File: config.mk
export PLATFORM = sky130hd
export DESIGN_NAME = hazard_sequencer
export DESIGN_NICKNAME = d
export VERILOG_FILES = /design/src/rtl/hazard_sequencer.sv
export SDC_FILE = /design/constraint.sdc
export NUM_CORES = 1
export LEC_CHECK = 0
export ABC_CLOCK_PERIOD_IN_PS = 2400
export CAP_MARGIN = 15
export CELL_PAD_IN_SITES_DETAIL_PLACEMENT = 1
export CELL_PAD_IN_SITES_GLOBAL_PLACEMENT = 1
export CORE_MARGIN = 5
export CORE_UTILIZATION = 41
export CTS_CLUSTER_DIAMETER = 100
export DETAILED_ROUTE_END_ITERATION = 8
export DONT_BUFFER_PORTS = 1
export GPL_ROUTABILITY_DRIVEN = 0
export PLACE_DENSITY = 0.73
export SETUP_SLACK_MARGIN = 0.2
export SYNTH_ARGS = -nofsm -noshare
export SYNTH_HDL_FRONTEND = slang
export SYNTH_SLANG_ARGS = --single-unit
File: constraint.sdc
create_clock -name clk -period 2.4 [get_ports clk]
set_clock_uncertainty 0.15 [all_clocks]
set_input_delay 0.36 -clock clk [delete_from_list [all_inputs] [get_ports clk]]
set_output_delay 0.36 -clock clk [all_outputs]
set_load 0.05 [all_outputs]
File: src/rtl/hazard_sequencer.sv
// Pipeline hazard sequencer: operand forwarding, load-use and branch handling,
// multi-cycle MDU stall with timeout, and debug halt/single-step control.
module hazard_sequencer #(
  parameter int MDU_TIMEOUT = 40
) (
  input  logic        clk,
  input  logic        rst_n,
  input  logic [4:0]  Rs1D,
  input  logic [4:0]  Rs2D,
  input  logic [4:0]  Rs1E,
  input  logic [4:0]  Rs2E,
  input  logic [4:0]  RdE,
  input  logic [1:0]  ResultSrcE,
  input  logic        PCSrcE,
  input  logic        mdu_opE,
  input  logic        mdu_done,
  input  logic [4:0]  RdM,
  input  logic [4:0]  RdW,
  input  logic        RegWriteM,
  input  logic        RegWriteW,
  input  logic        halt_req,
  input  logic        step_req,
  output logic        StallF,
  output logic        StallD,
  output logic        StallE,
  output logic        FlushD,
  output logic        FlushE,
  output logic        BubbleM,
  output logic [1:0]  ForwardAE,
  output logic [1:0]  ForwardBE,
  output logic        mdu_start,
  output logic        halted,
  output logic        mdu_err,
  output logic [31:0] stall_cnt
);

  localparam int CW = (MDU_TIMEOUT > 1) ? $clog2(MDU_TIMEOUT) : 1;

  typedef enum logic [1:0] {
    S_RUN      = 2'd0,
    S_MDU_WAIT = 2'd1,
    S_HALTED   = 2'd2,
    S_STEP     = 2'd3
  } state_t;

  state_t        state;
  state_t        state_next;
  logic [CW-1:0] wait_cnt;
  logic          wait_last;
  logic          lw_stall;

  assign lw_stall  = (ResultSrcE == 2'b01) && (RdE != 5'd0) &&
                     ((Rs1D == RdE) || (Rs2D == RdE));
  assign wait_last = (wait_cnt == CW'(MDU_TIMEOUT - 1));

  // Memory stage is the younger result, so it wins over Writeback.
  always_comb begin
    ForwardAE = 2'b00;
    ForwardBE = 2'b00;
    if (rst_n) begin
      if (RegWriteM && (RdM != 5'd0) && (RdM == Rs1E))      ForwardAE = 2'b10;
      else if (RegWriteW && (RdW != 5'd0) && (RdW == Rs1E)) ForwardAE = 2'b01;
      if (RegWriteM && (RdM != 5'd0) && (RdM == Rs2E))      ForwardBE = 2'b10;
      else if (RegWriteW && (RdW != 5'd0) && (RdW == Rs2E)) ForwardBE = 2'b01;
    end
  end

  always_comb begin
    // NOTE: every output gets a default before the case so no path can infer a latch.
    StallF     = 1'b0;
    StallD     = 1'b0;
    StallE     = 1'b0;
    FlushD     = 1'b0;
    FlushE     = 1'b0;
    BubbleM    = 1'b0;
    mdu_start  = 1'b0;
    halted     = 1'b0;
    state_next = state;
    if (!rst_n) begin
      FlushD     = 1'b1;
      FlushE     = 1'b1;
      state_next = S_RUN;
    end else begin
      case (state)
        // STEP behaves like RUN except it cannot re-enter HALTED itself.
        S_RUN, S_STEP: begin
          state_next = S_RUN;
          if (mdu_opE) begin
            StallF     = 1'b1;
            StallD     = 1'b1;
            StallE     = 1'b1;
            BubbleM    = 1'b1;
            mdu_start  = 1'b1;
            state_next = S_MDU_WAIT;
          end else if (PCSrcE) begin
            FlushD = 1'b1;
            FlushE = 1'b1;
          end else if (lw_stall) begin
            StallF = 1'b1;
            StallD = 1'b1;
            FlushE = 1'b1;
          end else if (halt_req && (state == S_RUN)) begin
            StallF     = 1'b1;
            StallD     = 1'b1;
            FlushE     = 1'b1;
            state_next = S_HALTED;
          end
        end
        S_MDU_WAIT: begin
          if (mdu_done || wait_last) begin
            state_next = S_RUN;
          end else begin
            StallF  = 1'b1;
            StallD  = 1'b1;
            StallE  = 1'b1;
            BubbleM = 1'b1;
          end
        end
        S_HALTED: begin
          StallF = 1'b1;
          StallD = 1'b1;
          FlushE = 1'b1;
          halted = 1'b1;
          if (!halt_req)     state_next = S_RUN;
          else if (step_req) state_next = S_STEP;
        end
        default: state_next = S_RUN;
      endcase
    end
  end

  always_ff @(posedge clk) begin
    // NOTE: sequential state uses non-blocking assignments so all registers update together.
    if (!rst_n) begin
      state     <= S_RUN;
      wait_cnt  <= '0;
      stall_cnt <= '0;
      mdu_err   <= 1'b0;
    end else begin
      state <= state_next;
      // Held at zero outside MDU_WAIT, so it always starts from zero on entry.
      if (state == S_MDU_WAIT) wait_cnt <= wait_cnt + 1'b1;
      else                     wait_cnt <= '0;
      if (StallD) stall_cnt <= stall_cnt + 32'd1;
      if ((state == S_MDU_WAIT) && wait_last && !mdu_done) mdu_err <= 1'b1;
    end
  end

endmodule

Word-level counts from Yosys, hierarchy flattened
Index checks and enable logic that the tools add are counted.
{"block": "op_classes", "n_addsub": 2, "eq_ne": 13, "muxes": 36, "reduce_logical": 21}
{"cell": "adder 32 x 1 -> 32 bit, second input constant", "count": 1}
{"cell": "equality test 5 bit", "count": 6}
{"cell": "2-to-1 mux 2 bit", "count": 11}
{"cell": "2-to-1 mux 1 bit", "count": 21}
{"cell": "nonzero test 5 bit", "count": 3}
{"cell": "logical AND 1 bit", "count": 11}
{"cell": "adder 6 x 1 -> 6 bit, second input constant", "count": 1}
{"cell": "equality test 6 bit, second input constant", "count": 1}
{"cell": "one-hot mux 2 bit (3 select lines)", "count": 1}
{"cell": "equality test 2 x 1 -> 1 bit, second input constant", "count": 2}
{"cell": "equality test 2 bit, second input constant", "count": 2}
{"cell": "one-hot mux 1 bit (2 select lines)", "count": 2}
{"cell": "AND reduction 2 bit", "count": 2}
{"cell": "!= test 3 bit, second input constant", "count": 1}
{"cell": "one-hot mux 1 bit (3 select lines)", "count": 1}
{"cell": "zero test 2 bit", "count": 1}
{"cell": "logical OR 1 bit", "count": 2}
{"cell": "!= test 2 bit, second input constant", "count": 1}
{"cell": "OR reduction 2 bit", "count": 1}
{"cell": "zero test 1 bit", "count": 1}
{"block": "totals", "register_bits": 41, "word_cells": 76}

Logic depth before layout (Yosys ltp)
Gate-level depths: netlist of the first run.
{"block": "logic_depth", "depth_word": 8, "mapped_depth": 10, "depth_no_buf": 8}

Worst setup path after synthesis of the first run
No wires, ideal clock.
{"block": "synth_path", "kind": "register to output", "start": "register state[0]", "end": "output port StallF", "arrival_time_ns": 2.949, "slack_ns": -1.059, "stages_incl_launch_ff": 11, "cell_sequence": "dfxtp_1 > inv_1 > ha_1 > nor2_1 > nand2_1 > o31ai_1 > buf_2 > buf_4 > buf_2 > nor3_1 > buf_4"}
{"block": "synth_via", "elab_chain_cells": 8}
{"item": "start: declaration", "line": "46", "text": "state_t state;"}
{"item": "start signal: assignment", "line": "140", "text": "state <= state_next;"}
{"item": "zero test 2 bit"}
{"item": "logical AND 1 bit", "line": "102", "text": "end else if (halt_req && (state == S_RUN)) begin"}
{"item": "2-to-1 mux 1 bit (4 in series)"}
{"item": "one-hot mux 1 bit (3 select lines) *"}
{"item": "2-to-1 mux 1 bit *"}
{"item": "end: declaration", "line": "23", "text": "output logic StallF,"}
Every way passes the cells marked *; elsewhere a longest branch is shown, timed or not.

Worst setup path in the final report of the first run
{"block": "layout_path", "start": "register wait_cnt[1]", "end": "output port StallF"}
{"block": "layout_via", "elab_chain_cells": 5}
{"item": "start: declaration", "line": "48", "text": "logic [CW-1:0] wait_cnt;"}
{"item": "start signal: assignment", "line": "142", "text": "if (state == S_MDU_WAIT) wait_cnt <= wait_cnt + 1'b1;"}
{"item": "equality test 6 bit", "line": "54", "text": "assign wait_last = (wait_cnt == CW'(MDU_TIMEOUT - 1));"}
{"item": "logical OR 1 bit", "line": "110", "text": "if (mdu_done || wait_last) begin"}
{"item": "2-to-1 mux 1 bit"}
{"item": "one-hot mux 1 bit (3 select lines)"}
{"item": "2-to-1 mux 1 bit"}
No other way between the ends.

==> metrics.yaml, run 1 <==
yosys:
  seq_area_frac_synth: 0.312
  netlist_area_mm2: 0.00263
  netlist-cell-type-count: 39
  syn_avg_cell_area_um2: 8.13
  synth_ff_type: "dfxtp_1"
  synth-warning-count: 0
  synth_nets: 376
  synth_seq_cells: 41
  synth-edff-count: 0
  async_reset_ff_frac: 0
  synth_cells: 324
placed_design:
  pre_cts_ws_ns: 0.150
  io_buffers: 0
  place_hpwl_um: 6070
  dp.cells: 422
  place_area_mm2: 0.00313
grt:
  grt_pass1_wl_um: 14300
  track_usage: 0.210
  grt_pass1_vias: 2886
  grt_overflow: 0
  antenna_found_initial: 0
  grt_max_degree: 36
layout:
  finalInstanceArea_mm2: 0.00353
  instances_no_fill: 445
  drive_gt1_frac: 0.345
  areaGrowthSynthToFinish_pct: 34.1
  insertedDiodeCount: 0
  nets: 419
min_path:
  hp-class: "primary input to register"
  hold_depth: 1
  whs_endpoint: "mdu_err"
  hp-start: "rst_n"
floorplanning:
  chipWidth_um: 90.2
  die-area_mm2: 0.00813
  placementRows: 29
  ios: 91
  die_h_um: 90.2
  start_util: 0.417
  core-area_mm2: 0.00631
pwr:
  pwr-share-seq: 0.382
  internal_power_mw: 1.24
  power_switching_mw: 0.628
  ir_drop_mv: 0.296
  power_frac_comb: 0.294
  pwr-share-clk: 0.324
  power_mw: 1.87
  powerDensity_mw_per_mm2: 529
  p_leak_nw: 1.23
  switching_share: 0.336
routing:
  drc: 0
  antenna_left: 0
  wl_um: 9010
  dr.pass1.iters: 4
  wire_per_inst_um: 20.2
  dr_total_vias: 2725
  vias_per_cell: 6.12
  drt_iter0_drc: 104
worst_setup_path:
  ff2ff_setup_slack_ns: 0.20
  crit_start: "wait_cnt[1]"
  end_kind: "primary output"
  reg2reg_to: "stall_cnt[9]"
  required_ns: 1.89
  worstSetupPathType: "register to primary output"
  crit_arrival_ns: 1.75
  cp-start-kind: "register"
  cp_max_fo: 3
  reg2regPathDepth: 9
  r2r-start: "state[1]"
sta:
  finalHoldViolations: 0
  rsz0062_at_grt: "true"
  worst-slew-pin-transition_ns: 0.603
  layout_min_cycle_time_ns: 2.26
  setup_viol: 0
  relSlewSlack: 0.595
  setup_ws_ns: 0.145
  finalMaxSlewViolations: 0
  period_share: 0.940
  hold_slack_ns: 0.0320
  fmax_ghz: 0.443
clock_tree:
  insertion_delay_ns: 0.31
  root_buffer: "clkbuf_8"
  clock_path_buffers: 2
  clk_transition_reported_paths_ns: 0.09
  cts_sinks: 41
  h-tree-depth: 2
  cts_hold_buf: 0
  cts_buffers: 5
  cts_tree: "yes"
run_status:
  status: "complete, no violations"
flow_run:
  maxCapViolCount: 0
-- cell usage after synthesis (all sizes together) (2+ instances only) --
| library cell | count | area [um2] |
|---|---|---|
| a21oi | 30 | 150 |
| a31oi | 2 | 12.5 |
| and2 | 6 | 37.5 |
| and3 | 4 | 25.0 |
| buf | 14 | 90.1 |
| clkbuf | 6 | 22.5 |
| dfxtp | 41 | 821 |
| ha | 6 | 75.1 |
| inv | 10 | 37.5 |
| mux2i | 6 | 60.1 |
| nand2 | 26 | 97.6 |
| nand2b | 7 | 43.8 |
| nand3 | 14 | 70.1 |
| nand4 | 7 | 43.8 |
| nor2 | 15 | 56.3 |
| nor2b | 3 | 18.8 |
| nor3 | 9 | 55.1 |
| nor4 | 9 | 56.3 |
| o211ai | 3 | 22.5 |
| o21ai | 10 | 53.8 |
| o31ai | 24 | 180 |
| or4 | 28 | 210 |
| xnor2 | 8 | 70.1 |
| xor2 | 26 | 228 |
-- critical path, stage by stage (launching register included) --
cell and delay, ns:
dfxtp_2 0.36, ha_4 0.14, nand4b_1 0.15, o21ba_4 0.26, o31ai_4 0.28, nor3_4 0.07, buf_12 0.17
-- layout make-up --
| cell class | instances | area (um2) |
|---|---|---|
| fillers | 755 | 2780 |
| multi-input cells | 253 | 1910 |
| flip-flops and latches | 41 | 851 |
| repair buffers | 56 | 515 |
| well taps | 77 | 96.3 |
| clock buffers | 6 | 82.6 |
| inverters | 10 | 40.0 |
| clock inverters | 2 | 36.3 |
-- timing repair --
action | 4_1_cts | 5_1_grt
setup endpoints to repair | 20 | 43
gates resized for setup | 14 | 24
buffers inserted | 14 | 0
pin swaps | 8 | 13
cloned | 1 | 0
-- metrics by stage --
step                setup TNS (ns)  utilization
floorplan                   -0.161            -
global placement                 0        0.495
detailed placement               0        0.495
CTS                              0        0.543
global route                     0        0.559
finish                           0        0.559
-- worst max path at each step --
stage / endpoint / slack, ns / cells after the start
after floorplan: StallF / -0.16 / 8
after global routing: StallF / 0.09 / 6
final: StallF / 0.14 / 6
after CTS: StallF / 0.13 / 6
after global placement: stall_cnt[19] / 0.24 / 9
after detailed placement: stall_cnt[30] / 0.15 / 7
-- routing by layer --
layer,global-route usage,up-vias,wire length [um],part of all wire
met3,0.0659,19,570,0.063
met4,0.0633,0,219,0.024
met2,0.387,78,4760,0.53
li1,-,1277,-,-
met5,0,-,0,0
met1,0.227,1351,3460,0.38
-- sequential cells by signal, summed over array words and instances (netlist names) --
register   count
state          2
stall_cnt     32
wait_cnt       6
mdu_err        1
-- cells in the final DEF (no fill, tap or decap), types with 3 or more instances in the layout --
| cell | instances |
|---|---|
| dfxtp_4 | 3 |
| nand2b_1 | 6 |
| buf_4 | 49 |
| xor2_1 | 26 |
| o31ai_1 | 23 |
| dfxtp_2 | 15 |
| a21oi_1 | 24 |
| or4_1 | 21 |
| nor4_2 | 3 |
| inv_1 | 8 |
| a21oi_2 | 6 |
| nand2_1 | 24 |
| and2_1 | 6 |
| nor4_1 | 4 |
| nor2_1 | 13 |
| nand4_1 | 7 |
| o211ai_1 | 3 |
| nor3_1 | 4 |
| dfxtp_1 | 23 |
| mux2i_1 | 6 |
| buf_12 | 5 |
| xnor2_1 | 8 |
| ha_4 | 3 |
| nand3_1 | 14 |
| nor3_2 | 3 |
| o21ai_0 | 6 |
| or4_4 | 7 |
| clkbuf_8 | 6 |
-- cell families (layout without fill, tap and decap cells) --
kind of cell,count (synthesis),after routing,share of synthesized area
buffers and inverters,30,74,0.0570
XOR/XNOR,34,34,0.113
multiplexers,6,6,0.0228
adder cells (fa/ha/maj),6,6,0.0285
flip-flops,41,41,0.312
AND/OR/NAND/NOR,132,132,0.283
AO/OA/AOI/OAI,75,75,0.184
-- power groups by stage --
stage	logic, mW	registers, mW	clock network [mW]
CTS	0.530	0.712	0.614
detailed placement	0.457	0.727	0
floorplan	0.335	0.753	0
finish	0.550	0.713	0.605
global route	0.582	0.715	0.642
global placement	0.445	0.726	0
No activity file was read; power rests on OpenSTA's default activity.
==> run 2: changes to the inputs <==
Settings changed: MAX_ROUTING_LAYER set to met4.
==> run 2 against run 1 <==
Die area unchanged; sequential cell count unchanged; fmax is 0.15% lower.
==> metrics.yaml, run 2 (same netlist as run 1, synthesis figures left out) <==
sta:
  layout_min_cycle_time_ns: 2.26
  hold_slack_ns: 0.0292
  finalMaxSlewViolations: 0
  setup_viol: 0
  finalHoldViolations: 0
  worst-slew-pin-transition_ns: 0.603
  relSlewSlack: 0.595
  tns_ns: 0
  period_share: 0.941
  rsz0062_at_grt: "true"
  fmax_ghz: 0.443
layout:
  largest_register_ffs: 32
  final_common_cell: "buf_4"
  areaGrowthSynthToFinish_pct: 34.0
  insertedDiodeCount: 0
  drive_gt1_frac: 0.345
  top_register: "stall_cnt"
  reg_top3: "stall_cnt (32), wait_cnt (6), state (2)"
  layout_common_cells: "49 x buf_4, 26 x xor2_1, 24 x nand2_1, 24 x a21oi_1"
  nets: 419
  nFillCells: 755
clock_tree:
  clk_transition_reported_paths_ns: 0.09
  cts_tree: "yes"
  cts_sinks: 41
  cts_buffers: 5
  h-tree-depth: 2
  insertion_delay_ns: 0.31
  root_buffer: "clkbuf_8"
  clock_path_buffers: 2
worst_setup_path:
  ff2ff_setup_slack_ns: 0.21
  required_ns: 1.89
  worstSetupPathType: "register to primary output"
  crit_arrival_ns: 1.75
  end_kind: "primary output"
  cp_max_fo: 3
  cp-start-kind: "register"
grt:
  top_usage_layer: "met2"
  grt_overflow: 0
  antenna_found_initial: 0
  grt_pass1_wl_um: 14300
  grt_pass1_vias: 2885
  track_usage: 0.216
  use_met1: 0.232
  grt_max_degree: 36
  use_met2: 0.386
  use_met3: 0.0584
pwr:
  p_leak_nw: 1.23
  ir_drop_mv: 0.301
  powerDensity_mw_per_mm2: 531
routing:
  antenna_left: 0
  drt_iter0_drc: 98
  wl_um: 9050
  dr_total_vias: 2721
  drc: 0
  dr.pass1.iters: 4
  vias_per_cell: 6.11
  wire_per_inst_um: 20.3
floorplanning:
  start_util: 0.417
  core-area_mm2: 0.00631
  ios: 91
  die_h_um: 90.2
  chipWidth_um: 90.2
  die-area_mm2: 0.00813
  placementRows: 29
run_status:
  status: "complete, no violations"
flow_run:
  maxCapViolCount: 0
placed_design:
  io_buffers: 0
  place_hpwl_um: 6070
min_path:
  hp-class: "primary input to register"
run 2: cell counts in the layout (fill, tap and decap cells not counted):
Identical to the previous run, type by type.
run 2: worst paths after layout:
kind,from,to,depth (start not counted)
worst max register to register,wait_cnt[1],stall_cnt[3],8
worst min-delay path,rst_n,mdu_err,1
worst max-delay path,wait_cnt[1],StallF,6
worst min register to register,stall_cnt[0],stall_cnt[0],2
run 2: worst max-delay path, stage by stage, from the launching register on:
cell      delay [ns]
dfxtp_2         0.36
ha_4            0.14
nand4b_1        0.15
o21ba_4         0.26
o31ai_4         0.27
nor3_4          0.07
buf_12          0.17
run 2: per-layer routing:
layer,vias to the layer above,share of wire
li1,1280,-
met1,1339,0.38
met2,88,0.53
met3,14,0.070
met4,0,0.018
met5,-,0
run 2: repair_timing:
action / CTS / global route
gates resized for setup: 14 / 24
buffers inserted: 14 / 0
pin swaps: 8 / 12
cloned: 1 / 0
hold buffers: 0 / 0
setup endpoints to repair: 20 / 43
run 2: power breakdown:
| part | switching [mW] | internal, mW |
|---|---|---|
| clock network | 0.272 | 0.340 |
| logic | 0.347 | 0.203 |
| registers | 0.0157 | 0.697 |
| total | 0.634 | 1.24 |
run 2: layout make-up:
class                           count  area (um2)  area share
Inverter                           10        40.0      0.0113
Sequential cell                    41         851       0.241
Tap cell                           77        96.3      0.0273
Clock buffer                        6        82.6      0.0234
Clock inverter                      2        36.3      0.0103
Multi-Input combinational cell    253        1910       0.541
Timing Repair Buffer               56         515       0.146
run 2: stage by stage:
step / cell area, um2 / util / power (mW) / worst slack [ns] / cells
4_1_cts: 3430 / 0.543 / 1.86 / 0.134 / 445
3_5_place_dp: 3130 / 0.495 / 1.18 / 0.150 / 422
2_1_floorplan: 2770 / - / 1.09 / -0.161 / 324
6_report: 3530 / 0.559 / 1.87 / 0.142 / 445
3_3_place_gp: 3130 / 0.495 / 1.17 / 0.237 / 422
5_1_grt: 3530 / 0.559 / 1.94 / 0.0888 / 445
